[src/rtl/sam_con_sched_if.sv]
// Scheduler-side bundle: requester job handshake, requester data sources and
// the serial engine port, grouped so the scheduler sees one slave port.
interface sam_con_sched_if #(
   parameter int KERNEL_SIZE = 8,
   parameter int LEN_W       = 16
);
   logic [1:0]               Req;
   logic [LEN_W-1:0]         Job_Len0;
   logic [LEN_W-1:0]         Job_Len1;
   logic [2*KERNEL_SIZE-1:0] Kernel_Word0;
   logic [2*KERNEL_SIZE-1:0] Kernel_Word1;
   logic [31:0]              Data_In0;
   logic [31:0]              Data_In1;
   logic [1:0]               Data_Rd;
   logic [1:0]               Grant;
   logic                     Eng_Rst;
   logic [31:0]              Eng_Data;
   logic [1:0]               Eng_Kernel;
   logic                     Eng_Last;
   logic                     Eng_Last_Done;
   logic [1:0]               Done;
   logic [1:0]               Err;

   modport master (
      output Req, Job_Len0, Job_Len1, Kernel_Word0, Kernel_Word1,
             Data_In0, Data_In1, Eng_Last_Done,
      input  Data_Rd, Grant, Eng_Rst, Eng_Data, Eng_Kernel, Eng_Last,
             Done, Err
   );

   modport slave (
      input  Req, Job_Len0, Job_Len1, Kernel_Word0, Kernel_Word1,
             Data_In0, Data_In1, Eng_Last_Done,
      output Data_Rd, Grant, Eng_Rst, Eng_Data, Eng_Kernel, Eng_Last,
             Done, Err
   );
endinterface

[src/rtl/sam_con_sched.sv]
// Two-requester round-robin scheduler feeding a serial-kernel engine.
// Optional DRAIN watchdog enabled by defining SAM_SCHED_TIMEOUT_EN.
module sam_con_sched #(
   parameter int KERNEL_SIZE = 8,
   parameter int LEN_W       = 16
) (
   input  logic           Clk,
   input  logic           Rst,
   sam_con_sched_if.slave bus
);

   typedef enum logic [2:0] {
      IDLE,
      ENG_RST,
      LOAD,
      STREAM,
      DRAIN,
      RELEASE
   } state_t;

   localparam logic [LEN_W-1:0] MIN_LEN   = LEN_W'(KERNEL_SIZE + 1);
   localparam logic [LEN_W-1:0] LOAD_LAST = LEN_W'(KERNEL_SIZE - 1);

   state_t                   state;
   state_t                   state_n;
   logic                     owner;
   logic                     ptr;
   logic                     pick;
   logic                     err_set;
   logic                     err_q;
   logic [LEN_W-1:0]         cnt;
   logic [LEN_W-1:0]         len_q;
   logic [2*KERNEL_SIZE-1:0] kern_q;
   logic [1:0]               owner_oh;
   logic                     last_beat;

`ifdef SAM_SCHED_TIMEOUT_EN
   logic [15:0]              wd;
`endif

   // With both requesting, the pointer names whoever was not served last.
   assign pick      = (bus.Req == 2'b11) ? ptr : bus.Req[1];
   assign owner_oh  = owner ? 2'b10 : 2'b01;
   assign last_beat = (cnt == len_q - LEN_W'(1));

   always_ff @(posedge Clk) begin
      if (Rst)
         state <= IDLE;
      else
         state <= state_n;
   end

   always_comb begin
      state_n = state;
      err_set = 1'b0;
      case (state)
         IDLE:    if (|bus.Req) state_n = ENG_RST;
         ENG_RST: begin
            if (len_q < MIN_LEN) begin
               state_n = RELEASE;
               err_set = 1'b1;
            end else begin
               state_n = LOAD;
            end
         end
         LOAD:    if (cnt == LOAD_LAST) state_n = STREAM;
         STREAM:  if (last_beat) state_n = DRAIN;
         DRAIN: begin
            if (bus.Eng_Last_Done) begin
               state_n = RELEASE;
            end
`ifdef SAM_SCHED_TIMEOUT_EN
            else if (wd == 16'd1023) begin
               state_n = RELEASE;
               err_set = 1'b1;
            end
`endif
         end
         RELEASE: state_n = IDLE;
         default: state_n = IDLE;
      endcase
   end

   // Job parameters are captured once at grant so later Req/input changes cannot disturb the job.
   always_ff @(posedge Clk) begin
      if (Rst) begin
         cnt    <= '0;
         ptr    <= 1'b0;
         owner  <= 1'b0;
         len_q  <= '0;
         kern_q <= '0;
         err_q  <= 1'b0;
      end else begin
         err_q <= err_set;
         case (state)
            IDLE: begin
               if (|bus.Req) begin
                  owner  <= pick;
                  len_q  <= pick ? bus.Job_Len1 : bus.Job_Len0;
                  kern_q <= pick ? bus.Kernel_Word1 : bus.Kernel_Word0;
               end
            end
            ENG_RST:      cnt <= '0;
            LOAD, STREAM: cnt <= cnt + LEN_W'(1);
            RELEASE:      ptr <= ~owner;
            default:      ;
         endcase
      end
   end

`ifdef SAM_SCHED_TIMEOUT_EN
   always_ff @(posedge Clk) begin
      if (Rst || state != DRAIN)
         wd <= '0;
      else
         wd <= wd + 16'd1;
   end
`endif

   always_comb begin
      bus.Grant      = 2'b00;
      bus.Data_Rd    = 2'b00;
      bus.Done       = 2'b00;
      bus.Err        = 2'b00;
      bus.Eng_Rst    = 1'b0;
      bus.Eng_Data   = 32'd0;
      bus.Eng_Kernel = 2'b00;
      bus.Eng_Last   = 1'b0;
      if (Rst) begin
         bus.Eng_Rst = 1'b1;
      end else begin
         case (state)
            ENG_RST: begin
               bus.Grant   = owner_oh;
               bus.Eng_Rst = 1'b1;
            end
            LOAD: begin
               bus.Grant      = owner_oh;
               bus.Data_Rd    = owner_oh;
               bus.Eng_Data   = owner ? bus.Data_In1 : bus.Data_In0;
               bus.Eng_Kernel = 2'(kern_q >> {cnt, 1'b0});
            end
            STREAM: begin
               bus.Grant    = owner_oh;
               bus.Data_Rd  = owner_oh;
               bus.Eng_Data = owner ? bus.Data_In1 : bus.Data_In0;
               bus.Eng_Last = last_beat;
            end
            DRAIN: begin
               bus.Grant    = owner_oh;
               bus.Eng_Last = 1'b1;
            end
            RELEASE: begin
               bus.Eng_Rst = 1'b1;
               bus.Done    = owner_oh;
               bus.Err     = err_q ? owner_oh : 2'b00;
            end
            default: ;
         endcase
      end
   end

endmodule
[src/flat_wrapper.sv]
// flat-port wrapper written by rule: the top's interface ports become plain ports
module sam_con_sched_flat 
#(
   parameter int KERNEL_SIZE = 8,
   parameter int LEN_W       = 16
)
  (Clk, Rst, bus_Req, bus_Job_Len0, bus_Job_Len1, bus_Kernel_Word0, bus_Kernel_Word1, bus_Data_In0, bus_Data_In1, bus_Eng_Last_Done, bus_Data_Rd, bus_Grant, bus_Eng_Rst, bus_Eng_Data, bus_Eng_Kernel, bus_Eng_Last, bus_Done, bus_Err);
  sam_con_sched_if #(.KERNEL_SIZE(KERNEL_SIZE), .LEN_W(LEN_W)) bus_i ();
  input  logic Clk;
  input  logic Rst;
  input wire logic [$bits(bus_i.Req)-1:0] bus_Req;
  input wire logic [$bits(bus_i.Job_Len0)-1:0] bus_Job_Len0;
  input wire logic [$bits(bus_i.Job_Len1)-1:0] bus_Job_Len1;
  input wire logic [$bits(bus_i.Kernel_Word0)-1:0] bus_Kernel_Word0;
  input wire logic [$bits(bus_i.Kernel_Word1)-1:0] bus_Kernel_Word1;
  input wire logic [$bits(bus_i.Data_In0)-1:0] bus_Data_In0;
  input wire logic [$bits(bus_i.Data_In1)-1:0] bus_Data_In1;
  input wire logic [$bits(bus_i.Eng_Last_Done)-1:0] bus_Eng_Last_Done;
  output wire logic [$bits(bus_i.Data_Rd)-1:0] bus_Data_Rd;
  output wire logic [$bits(bus_i.Grant)-1:0] bus_Grant;
  output wire logic [$bits(bus_i.Eng_Rst)-1:0] bus_Eng_Rst;
  output wire logic [$bits(bus_i.Eng_Data)-1:0] bus_Eng_Data;
  output wire logic [$bits(bus_i.Eng_Kernel)-1:0] bus_Eng_Kernel;
  output wire logic [$bits(bus_i.Eng_Last)-1:0] bus_Eng_Last;
  output wire logic [$bits(bus_i.Done)-1:0] bus_Done;
  output wire logic [$bits(bus_i.Err)-1:0] bus_Err;
  assign bus_i.Req = bus_Req;
  assign bus_i.Job_Len0 = bus_Job_Len0;
  assign bus_i.Job_Len1 = bus_Job_Len1;
  assign bus_i.Kernel_Word0 = bus_Kernel_Word0;
  assign bus_i.Kernel_Word1 = bus_Kernel_Word1;
  assign bus_i.Data_In0 = bus_Data_In0;
  assign bus_i.Data_In1 = bus_Data_In1;
  assign bus_i.Eng_Last_Done = bus_Eng_Last_Done;
  assign bus_Data_Rd = bus_i.Data_Rd;
  assign bus_Grant = bus_i.Grant;
  assign bus_Eng_Rst = bus_i.Eng_Rst;
  assign bus_Eng_Data = bus_i.Eng_Data;
  assign bus_Eng_Kernel = bus_i.Eng_Kernel;
  assign bus_Eng_Last = bus_i.Eng_Last;
  assign bus_Done = bus_i.Done;
  assign bus_Err = bus_i.Err;
  sam_con_sched #(.KERNEL_SIZE(KERNEL_SIZE), .LEN_W(LEN_W)) u_core (.Clk(Clk), .Rst(Rst), .bus(bus_i));
endmodule
[config.mk]
export PLATFORM = sky130hd
export DESIGN_NAME = sam_con_sched_flat
export DESIGN_NICKNAME = d
export VERILOG_FILES = /design/src/rtl/sam_con_sched_if.sv /design/src/rtl/sam_con_sched.sv /design/src/flat_wrapper.sv
export SDC_FILE = /design/constraint.sdc
export NUM_CORES = 1
export LEC_CHECK = 0
export CAP_MARGIN = 15
export CORE_MARGIN = 1.5
export CORE_UTILIZATION = 38
export DETAILED_ROUTE_END_ITERATION = 8
export PLACE_DENSITY = 0.79
export SLEW_MARGIN = 20
export SYNTH_ARGS = -nofsm -noshare
export SYNTH_HDL_FRONTEND = slang
export SYNTH_SLANG_ARGS = --single-unit
[constraint.sdc]
create_clock -name Clk -period 2.7 [get_ports Clk]
set_input_delay 0.675 -clock Clk [delete_from_list [all_inputs] [get_ports Clk]]
set_output_delay 0.675 -clock Clk [all_outputs]
set_load 0.05 [all_outputs]
==> impl_metrics.toml <==
[timing]
hold_viol_final = 0
slew_viol_final = 0
tightest_slew_ps = 485
clock.fmax_mhz = 291
finalSetupTns_ps = -740
clock_skew_ps = 5.89
setup_slack_ps = -740
slew-limit-headroom_pct = 67.4
min_period_ps = 3440
period_share_pct = 127
rsz0062_at_grt = "true"
setup_viol = 1

[finish]
finish.utilization_pct = 70.2
fillers = 699
drive_gt1_share_pct = 26.6
nets = 777
syn_to_final_growth_pct = 78.0
diodes = 0
multiInputGateArea_mm2 = 0.00259
area.sequential_mm2 = 0.00109

[detailed_routing]
remaining_drc_errors = 0
wirelength_mm = 13.5
postRouteAntennaNets = 0
drtIter0Drc = 222
dr_total_vias = 4299
viasPerCell = 5.57
avgRoutedWirePerCell_um = 17.5
dr.pass1.iters = 5

[placement]
place.gp.congestion = 1.01
hpwl_mm = 10.5
io_buffers = 176

[critical_path]
cp-start-kind = "register"
cp.required_ps = 2030
critPathCaptureType = "primary output"
critPathKind = "reg -> out"
arrival_ps = 2770
cp_max_fo = 4

[synth]
ys_seq_area_share_pct = 29.4
ys_top_cells_by_count = "nor2_1 (72), dfxtp_1 (54), clkbuf_1 (38)"
ys_warn_count = 0
yosys-top-cells-area = "dfxtp_1 (29%), mux2i_1 (9.5%), a22o_1 (7.6%)"
async_flop_share_pct = 0
ys.flop_type = "dfxtp_1"
syn_nets = 585
synth.distinct_cells = 58
synth_top_cell_area_share_pct = 29.4
synth_most_common_cell = "nor2_1"
synth.cell_area_mm2 = 0.00368
synth_edf_count = 0
avgSynthCellArea_um2 = 8.17
yosys.area.top_type = "dfxtp_1"
syn_inst = 450
ys_ff_latch = 54

[clock_network]
clk_pin_slew_worst_paths_ps = 100
clock_latency_ps = 320
clockRootBuffer = "clkbuf_8"
htree_levels = 2
cts_tree = "done"
numCtsBuffers = 5
cts_max_path_buffers = 2
cts.sinks = 54

[power]
power_frac_clock_pct = 15.4
powerDensity_mw_per_mm2 = 551
swShare_pct = 39.7
power_switching_uw = 1430
power_frac_comb_pct = 55.1
ir_drop_mv = 0.325
p_int_uw = 2170
leakagePower_uw = 0.00259
seqPwrFrac_pct = 29.5

[min_path]
hp-class = "reg -> reg"

[floorplan]
dieArea_mm2 = 0.0103
row_count = 35
die_w_um = 101
initial_core_util_pct = 39.4
ioPinCount = 177
die_h_um = 101
coreArea_mm2 = 0.00933

[grt]
grt_usage_pct = 25.4
grt_overflow = 0
grt_pass1_vias = 4124
grt_start_max_net_pins = 65
grt_pass1_wl_mm = 20.6
antenna_found_initial = 0

[flow_run]
cap_violations = 0

[run_status]
violations = "negative setup slack"
status = "complete, but fails checks"
-- cell families after synthesis --
kind of cell             synth area share, %
AO/OA/AOI/OAI                           24.7
adder cells (fa/ha/maj)                0.681
multiplexers                            12.9
buffers and inverters                   4.87
flip-flops                              29.4
AND/OR/NAND/NOR                         23.1
XOR/XNOR                                4.29
-- per-stage QoR --
| step | std cells | worst slack (ps) | cell area [um^2] | total power, uW | hold WS [ps] |
|---|---|---|---|---|---|
| CTS | 772 | -721 | 6500 | 3560 | 510 |
| floorplan | 450 | -686 | 3750 | 2130 | 455 |
| detailed placement | 763 | -372 | 6320 | 2980 | 496 |
| global placement | 763 | -311 | 6320 | 2910 | 487 |
| global route | 772 | -840 | 6550 | 3800 | 529 |
| finish | 772 | -740 | 6550 | 3610 | 506 |
-- flip-flops by register name, indices dropped and copies added, names as in the netlist --
| name | cells |
|---|---|
| u_core.state | 3 |
| u_core.cnt | 16 |
| u_core.len_q | 16 |
| u_core.owner | 1 |
| u_core.kern_q | 16 |
| u_core.ptr | 1 |
| u_core.err_q | 1 |
-- placed cells by master, fill, tap and decap left out, types with 4 or more instances in the layout --
cell type        synthesis  layout
nand3_1                  7       7
inv_1                    6       6
dfxtp_2                  0       5
dfxtp_1                 54      49
nand2_1                 19      19
nand4_1                  5       5
nor4_1                   9       6
o21ai_0                 16      16
clkbuf_8                 0       5
a211oi_1                35      35
nor2b_1                  5       4
and3_1                   4       4
buf_4                    0      48
mux4_2                   4       4
clkdlybuf4s50_1          0     131
nor3_2                   1       4
nor3_1                  14      11
a311oi_1                 4       4
nand2b_1                 6       6
nand3b_1                 4       4
nor2_1                  72      69
xor2_1                   6       6
and2_1                   4       4
buf_12                   0      43
mux2i_1                 35      35
xnor2_1                 12      12
a21oi_1                 10      10
a22o_2                   0      29
-- worst paths after layout --
kind,slack [ps],depth (start not counted),start,end
max reg2reg,140,8,u_core.len_q[5]$_SDFFE_PP0P_,u_core.state[2]$_SDFFE_PP0P_
max,-740,7,u_core.len_q[5]$_SDFFE_PP0P_,bus_Eng_Last
min,510,2,u_core.kern_q[6]$_SDFFE_PP0P_,u_core.kern_q[6]$_SDFFE_PP0P_
min reg2reg,510,2,u_core.kern_q[6]$_SDFFE_PP0P_,u_core.kern_q[6]$_SDFFE_PP0P_
-- routing by layer --
layer	routed length, um	part of all wire, %	GRT usage [%]
met3	883	6.5	4.69
met1	5350	40	30.7
met2	6890	51	44.6
met4	386	2.9	10.4
met5	0	0	0
-- layout make-up --
| cell class | instances | area share (%) |
|---|---|---|
| clock buffer | 6 | 1.11 |
| clock inverter | 2 | 0.574 |
| inverter | 6 | 0.344 |
| multi-input combinational | 349 | 39.6 |
| sequential | 54 | 16.6 |
| tap | 129 | 2.47 |
| timing repair buffer | 226 | 39.3 |
-- critical path, cell delays in order (launching register included) --
cell       delay, ps
dfxtp_1          320
or4_4            560
buf_4            170
or3_4            370
a2111oi_4        310
o211ai_2         150
o41ai_4          370
buf_12           180
-- power groups by stage --
stage,logic [uW],registers [uW],clock network (uW)
2_1_floorplan,1090,1040,0
3_3_place_gp,1850,1060,0
3_5_place_dp,1910,1070,0
4_1_cts,1940,1060,556
5_1_grt,2120,1080,595
6_report,1990,1070,555
-- timing repair --
| item | CTS | global route |
|---|---|---|
| setup buffers | 1 | 0 |
| gates cloned | 0 | 0 |
| hold buffers | 0 | 0 |
| endpoints found under the setup margin | 5 | 5 |
| pin swaps | 4 | 5 |
| gates resized for setup | 14 | 9 |
No activity file was read; power rests on OpenSTA's default activity.
